$ cat src/rtl/conv1d_pkg.sv
// Shared definitions for the Conv1D multiply-accumulate unit: default
// geometry, controller state encoding and the output post-processing
// (arithmetic shift, optional ReLU, signed saturation).
package conv1d_pkg;

   localparam int DEF_KERNEL_SIZE = 3;
   localparam int DEF_DATA_WIDTH  = 8;

   typedef enum logic [1:0] {
      IDLE       = 2'd0,
      ACCUM      = 2'd1,
      WAIT_WRITE = 2'd2,
      COMMIT     = 2'd3
   } state_t;

   // Post-processes a sign-extended accumulator value. The result always lies
   // inside the signed range of out_width bits, so the caller may simply keep
   // the low out_width bits.
   function automatic logic signed [63:0] post_process(
      input logic signed [63:0] sum,
      input int                 shift,
      input logic               relu,
      input int                 out_width
   );
      logic signed [63:0] v;
      logic signed [63:0] hi;
      logic signed [63:0] lo;
      v  = sum >>> shift;
      if (relu && (v < 64'sd0)) begin
         v = 64'sd0;
      end
      hi = (64'sd1 <<< (out_width - 1)) - 64'sd1;
      lo = -(64'sd1 <<< (out_width - 1));
      if (v > hi) begin
         v = hi;
      end else if (v < lo) begin
         v = lo;
      end
      return v;
   endfunction

endpackage

$ cat src/rtl/conv1d_mac_pipe.sv
// Arithmetic half of the Conv1D MAC unit. A tap-valid delay line follows each
// issued tap address through the buffer read latency; the aligned sample pair
// is multiplied into a product register and then added into the accumulator.
module conv1d_mac_pipe #(
   parameter int DATA_WIDTH   = 8,
   parameter int ACC_WIDTH    = 20,
   parameter int READ_LATENCY = 1
) (
   input  logic                  clk,
   input  logic                  rst,
   input  logic                  flush,
   input  logic                  tap_en,
   input  logic [DATA_WIDTH-1:0] w_data,
   input  logic [DATA_WIDTH-1:0] x_data,
   output logic [ACC_WIDTH-1:0]  acc,
   output logic                  pending
);

   localparam int PROD_WIDTH = 2 * DATA_WIDTH;

   // Stage i is high when the tap issued i+1 cycles ago is at that point of
   // the pipe: stage READ_LATENCY-1 lines up with the buffer read data and
   // stage READ_LATENCY with the product register.
   logic [READ_LATENCY:0]         tap_vld;
   logic signed [PROD_WIDTH-1:0]  prod;

   // Tap-valid delay line; a flush drops every tap still in flight.
   // NOTE: sequential state is assigned with <= so every register samples the
   // pre-edge values of its neighbours, which is what makes a shift chain work.
   always_ff @(posedge clk) begin
      if (rst || flush) begin
         tap_vld <= '0;
      end else begin
         tap_vld <= {tap_vld[READ_LATENCY-1:0], tap_en};
      end
   end

   // Product register: captures the signed product of the aligned samples.
   always_ff @(posedge clk) begin
      if (rst) begin
         prod <= '0;
      end else if (tap_vld[READ_LATENCY-1]) begin
         prod <= PROD_WIDTH'($signed(w_data)) * PROD_WIDTH'($signed(x_data));
      end
   end

   // Accumulator: adds each registered product, wrapping modulo 2^ACC_WIDTH.
   always_ff @(posedge clk) begin
      if (rst || flush) begin
         acc <= '0;
      end else if (tap_vld[READ_LATENCY]) begin
         acc <= acc + ACC_WIDTH'(prod);
      end
   end

   assign pending = |tap_vld;

endmodule

$ cat src/rtl/conv1d_mac_unit.sv
// Conv1D multiply-accumulate stage. Follows the address generator's
// clear/valid/write sequence, runs one K-tap MAC per window in the
// conv1d_mac_pipe datapath and commits the post-processed sum to the output
// buffer with a single write pulse. Protocol violations raise a sticky flag.
module conv1d_mac_unit
   import conv1d_pkg::*;
#(
   parameter int KERNEL_SIZE  = DEF_KERNEL_SIZE,
   parameter int DATA_WIDTH   = DEF_DATA_WIDTH,
   parameter int ACC_WIDTH    = 20,
   parameter int OUT_WIDTH    = 8,
   parameter int OUT_SHIFT    = 0,
   parameter int RELU         = 0,
   parameter int ADDR_BITS    = 5,
   parameter int READ_LATENCY = 1
) (
   input  logic                  clk,
   input  logic                  rst,
   input  logic                  clear,
   input  logic                  valid,
   input  logic                  write,
   input  logic [ADDR_BITS-1:0]  out_address,
   input  logic [DATA_WIDTH-1:0] w_data,
   input  logic [DATA_WIDTH-1:0] x_data,
   output logic                  out_we,
   output logic [ADDR_BITS-1:0]  out_addr,
   output logic [OUT_WIDTH-1:0]  out_data,
   output logic                  busy,
   output logic                  seq_err
);

   localparam int                CNT_W = $clog2(KERNEL_SIZE + 1);
   localparam logic [CNT_W-1:0]  TAPS  = CNT_W'(KERNEL_SIZE);

   state_t                 state;
   logic [CNT_W-1:0]       tap_cnt;
   logic                   valid_seen;
   logic                   write_seen;
   logic [ADDR_BITS-1:0]   addr_q;

   logic                   tap_en;
   logic                   pending;
   logic                   err_now;
   logic [ACC_WIDTH-1:0]   acc;

   // One tap address is outstanding per ACCUM cycle until K have gone out.
   assign tap_en = (state == ACCUM) && (tap_cnt != TAPS);

   // A clear in any state starts a fresh window, so it also wipes the pipe.
   conv1d_mac_pipe #(
      .DATA_WIDTH   (DATA_WIDTH),
      .ACC_WIDTH    (ACC_WIDTH),
      .READ_LATENCY (READ_LATENCY)
   ) u_pipe (
      .clk     (clk),
      .rst     (rst),
      .flush   (clear),
      .tap_en  (tap_en),
      .w_data  (w_data),
      .x_data  (x_data),
      .acc     (acc),
      .pending (pending)
   );

   // Protocol check: a strobe that arrives where the generator never sends it.
   // NOTE: err_now gets a default before the case so no path leaves it
   // unassigned; otherwise synthesis would infer a latch to hold it.
   always_comb begin
      err_now = 1'b0;
      case (state)
         IDLE:    err_now = valid || write;
         ACCUM:   err_now = (valid && (tap_cnt != TAPS)) || (write && !valid_seen);
         default: err_now = 1'b0;
      endcase
   end

   // Window controller with registered outputs. The write pulse, address and
   // data are all loaded on the edge that enters COMMIT.
   always_ff @(posedge clk) begin
      if (rst) begin
         state      <= IDLE;
         tap_cnt    <= '0;
         valid_seen <= 1'b0;
         write_seen <= 1'b0;
         addr_q     <= '0;
         out_we     <= 1'b0;
         out_addr   <= '0;
         out_data   <= '0;
         busy       <= 1'b0;
         seq_err    <= 1'b0;
      end else begin
         out_we <= 1'b0;
         if (err_now) begin
            seq_err <= 1'b1;
         end
         if (clear) begin
            // New window, or abort of the current one without a write.
            state      <= ACCUM;
            tap_cnt    <= '0;
            valid_seen <= 1'b0;
            write_seen <= 1'b0;
            busy       <= 1'b1;
         end else begin
            case (state)
               ACCUM: begin
                  if (tap_en) begin
                     tap_cnt <= tap_cnt + 1'b1;
                  end
                  // valid follows the last tap; an early one is ignored.
                  if (valid && (tap_cnt == TAPS)) begin
                     addr_q     <= out_address;
                     valid_seen <= 1'b1;
                  end
                  if (write && valid_seen) begin
                     write_seen <= 1'b1;
                  end
                  // Stay one cycle after the last tap so valid lands here.
                  if (tap_cnt == TAPS) begin
                     state <= WAIT_WRITE;
                  end
               end
               WAIT_WRITE: begin
                  if (!pending && (write_seen || write)) begin
                     state    <= COMMIT;
                     out_we   <= 1'b1;
                     out_addr <= addr_q;
                     out_data <= OUT_WIDTH'(post_process(64'($signed(acc)), OUT_SHIFT,
                                                         (RELU != 0), OUT_WIDTH));
                     busy     <= 1'b0;
                  end else if (write) begin
                     // write overtook the pipe drain; remember it.
                     write_seen <= 1'b1;
                  end
               end
               COMMIT: begin
                  state <= IDLE;
               end
               default: begin
                  state <= IDLE;
               end
            endcase
         end
      end
   end

endmodule
$ cat config.mk
export PLATFORM = sky130hd
export DESIGN_NAME = conv1d_mac_unit
export DESIGN_NICKNAME = d
export VERILOG_FILES = /design/src/rtl/conv1d_pkg.sv /design/src/rtl/conv1d_mac_pipe.sv /design/src/rtl/conv1d_mac_unit.sv
export SDC_FILE = /design/constraint.sdc
export NUM_CORES = 1
export LEC_CHECK = 0
export BUFFER_PORTS_ARGS = -buffer_cell sky130_fd_sc_hd__buf_2
export CORE_MARGIN = 5
export CORE_UTILIZATION = 56
export CTS_CLUSTER_DIAMETER = 30
export DETAILED_ROUTE_END_ITERATION = 8
export PLACE_DENSITY = 0.77
export SLEW_MARGIN = 20
export SYNTH_ARGS = -nofsm -noshare
export SYNTH_HDL_FRONTEND = slang
export SYNTH_SLANG_ARGS = --single-unit
$ cat constraint.sdc
create_clock -name clk -period 4.25 [get_ports clk]
set_clock_uncertainty 0.05 [all_clocks]
set_input_delay 0.6375 -clock clk [delete_from_list [all_inputs] [get_ports clk]]
set_output_delay 0.6375 -clock clk [all_outputs]
set_load 0.05 [all_outputs]
==> impl_results.md <==
* Flop pwr share at 0.213
* Post-Synthesis Cells at slightly below 700
* Met3 Use GR at 0.03558
* Final Setup Violations at 0
* CTS Buf Count at 9
* Multiplexer share of the synthesized area at 0.05298
* Final min period at 4.184 ns
* Number of synthesized flops with an enable pin at 0
* Drt initial violations at 319
* Fraction of layout cells with a size suffix above 1 at 0.2205
* Hold path endpoint: out_data[5]$_SDFFE_PP0P_
* Tightest Pin Transition at 0.8630 ns
* Chip width at ~110 um
* Syn Std Cell Area at between 5000 and 6000 um^2
* Clock Path Buffers at 2
* Max IR drop VDD at 0.0002597 V
* Starting density of the core at 0.5722
* Detail Placement HPWL at 10370 um
* Most frequent CP cell: fa_1
* FF-to-FF setup slack at 1.76 ns
* RSZ-0062 raised after global routing: yes
* Post-Syn Area per Cell at 8.738 um^2
* Post-Synth XOR/XNOR Area at 0.03574
* Fill count at around 850
* Hold path cells at 2
* Worst-Skew Late Latency at roughly 0.35 ns
* Max Cap Viol at 0
* First-pass GRT wire length at 21900 um
* CP max stage cell: fa_1
* Total net switching power at 1.158 mW
* Largest family of logic cells by synthesized area: adder cells
* Ports at 42
* Chip height at about 110 um
* CTS H-tree depth at 3
* FF-to-FF path depth at 10
* Top cells by count, synth: 97 x inv_1, 68 x nor2_1, 65 x dfxtp_1, 56 x fa_1, 52 x ha_1
* Min-delay src: out_data[5]$_SDFFE_PP0P_
* Status: finished clean
* Sequential share of the synthesized area at 0.2213
* CP Data Required Time at approximately 4.5 ns
* Power per Cell Area at roughly 430 nW/um^2
* Synth Area in Adders at 0.3013
* Final Hold Violating Endpoints at 0
* Post-synthesis register bit count at 65
* CTS hold repair buffers at 0
* # rows at 37
* Cell internal pwr at 1.876 mW
* Max Fclk at about 0.24 GHz
* Largest cells by area after synthesis: dfxtp_1 22%, fa_1 19%, ha_1 11%, inv_1 6.2%, mux2i_1 5.1%
* Max FO, Critical Path at 4
* Clk network pwr share at 0.198
* Top cell type by total area after synthesis: dfxtp_1
* N_diodes at 0
* Post-Synth Simple-Gate Area at 0.1874
* Leak at around 3.2 nW
* Post-synthesis compound-gate area fraction at 0.1238
* Full die area at 12650 um^2
* Met2 Track Usage GR at 0.3810
* GP Congestion at approximately 0.86
* Ys Warns at 0
* CP Cell Sequence: buf_4, and2_4, fa_1, inv_2, fa_1, inv_2, fa_1, inv_1, fa_1, inv_2, ha_4, inv_1, o21a_1, buf_4, or3_4, a311oi_2
* Rel. slew slack at 0.4239
* Core area at 10280 um^2
* Main synth FF type: dfxtp_1
* Clock transition at path regs at 0.07 ns
* CTS tree: built
* Vias per cell at 5.347
* Comb pwr share at 0.590
* Crit start category: input port
* Port Buffer Count at 41
* Final wirelength at 12760 um
* Routed WL per cell at between 10 and 15 um
* End-of-flow core utilization at 0.6790
* WHS at 0.3936 ns
* Async SR Flop Fraction at 0
* Routing usage on met1 at 0.2473
* DR DRC count at 0
* Drt pass-1 iters at 4
* Antenna violations before repair at 0
* FF-to-FF Start: u_pipe.acc[0]$_SDFFE_PP0P_
* Synth-to-layout area growth at 18.66%
* Power, Total at 3.034 mW
* Antenna viol nets, final at 0
* Worst r2r dst: u_pipe.acc[12]$_SDFFE_PP0P_
* Yosys cell types at 63
* GR peak layer: met2
* Hold Crit Class: flip-flop to flip-flop
* Delay of the slowest critical-path stage at 0.55 ns
* Grt ovf at 0
* Crit. End Element: flip-flop
* Vias in the first global route at 4933
* Clk Tree Root Cell: clkbuf_8
* CTS sink count at 65
* Switch share at 0.3816
* Final Max Tran Viols at 0
* Via count at 4802
* Syn Nets at 807
* Largest net degree at the start of global routing at 37
* Tot GR Track Use at 0.2075
* Nets at 891
* Final cycle utilization of the critical path at 0.9846
* CP Data Arrival Time at approximately 4.4 ns
* Yosys top cell area share at 0.2213
* Top-count cell post-synth: inv_1
* Crit Path Class: input port to flip-flop
[power groups by stage]
stage          Combinational (mW)  Sequential, mW  Clock, mW
6_report                     1.79           0.645      0.600
5_1_grt                      2.01           0.647      0.634
4_1_cts                      1.60           0.644      0.605
3_5_place_dp                 1.59           0.658          0
3_3_place_gp                 1.53           0.657          0
2_1_floorplan                1.12           0.657          0
[layout make-up]
class / instances / area (um^2) / area share
multi-input combinational: 497 / 4305 / 0.6170
sequential: 65 / 1301 / 0.1865
timing repair buffer: 86 / 603.1 / 0.08643
inverter: 98 / 370.4 / 0.05308
tap: 136 / 170.2 / 0.02439
clock buffer: 10 / 137.6 / 0.01972
clock inverter: 6 / 90.09 / 0.01291
[layer usage]
layer	up-vias	part of all wire	wire length, um
met4	0	0.014	181
met2	99	0.53	6774
met5	-	0	0
met1	2303	0.42	5340
met3	15	0.037	466
li1	2385	-	-
[registers in the layout, indices dropped and copies added, names as in the netlist]
signal	cells
u_pipe.prod	16
valid_seen	1
addr_q	5
busy	1
out_data	8
write_seen	1
out_we	1
u_pipe.acc	20
out_addr	5
tap_cnt	2
seq_err	1
u_pipe.tap_vld	2
state	2
[worst max-delay path by stage]
stage | startpoint | to | cells after the start
floorplan | w_data[7] | u_pipe.prod[13]$_SDFFE_PP0P_ | 17
global placement | w_data[7] | u_pipe.prod[13]$_SDFFE_PP0P_ | 17
detailed placement | w_data[7] | u_pipe.prod[13]$_SDFFE_PP0P_ | 17
CTS | w_data[7] | u_pipe.prod[13]$_SDFFE_PP0P_ | 17
global route | w_data[4] | u_pipe.prod[12]$_SDFFE_PP0P_ | 16
finish | x_data[2] | u_pipe.prod[11]$_SDFFE_PP0P_ | 16
[cell usage in the layout, fill, tap and decap left out, types with 10 or more instances in the layout]
master    count
inv_1        85
nor2_1       67
dfxtp_1      65
fa_1         54
buf_4        51
nand2_1      45
ha_1         44
and2_1       35
mux2i_1      30
buf_2        29
a21oi_1      27
o21ai_1      20
xnor2_1      16
and2_4       12
inv_2        11
clkbuf_8     10
[logic make-up (layout without fill, tap and decap cells)]
family	count (synthesis)	count (layout)
AO/OA/AOI/OAI	112	112
XOR/XNOR	24	24
adder cells (fa/ha/maj)	108	108
buffers and inverters	111	200
flip-flops	65	65
multiplexers	31	31
AND/OR/NAND/NOR	222	222
[timing repair]
item | in CTS | in global routing
endpoints found under the setup margin | 0 | 6
gates resized for setup | 0 | 81
buffers inserted | 0 | 4
[metrics by stage]
stage	worst slack [ns]	setup TNS (ns)	area, um^2	instances
floorplan	0.007096	0	5919	673
global placement	-0.2365	-1.314	6515	878
detailed placement	-0.3332	-1.846	6515	878
CTS	0.02882	0	6743	894
global route	-0.06828	-0.1583	6978	898
finish	0.06556	0	6978	898
[critical path, delay by kind of cell]
kind                       cells  cell delay, ns
and+or+nand+nor                2            0.50
adders and majority gates      5            2.33
AOI/OAI and AO/OA              2            0.42
buffers and inverters          7            0.51
(Power assumes the default switching activity.)
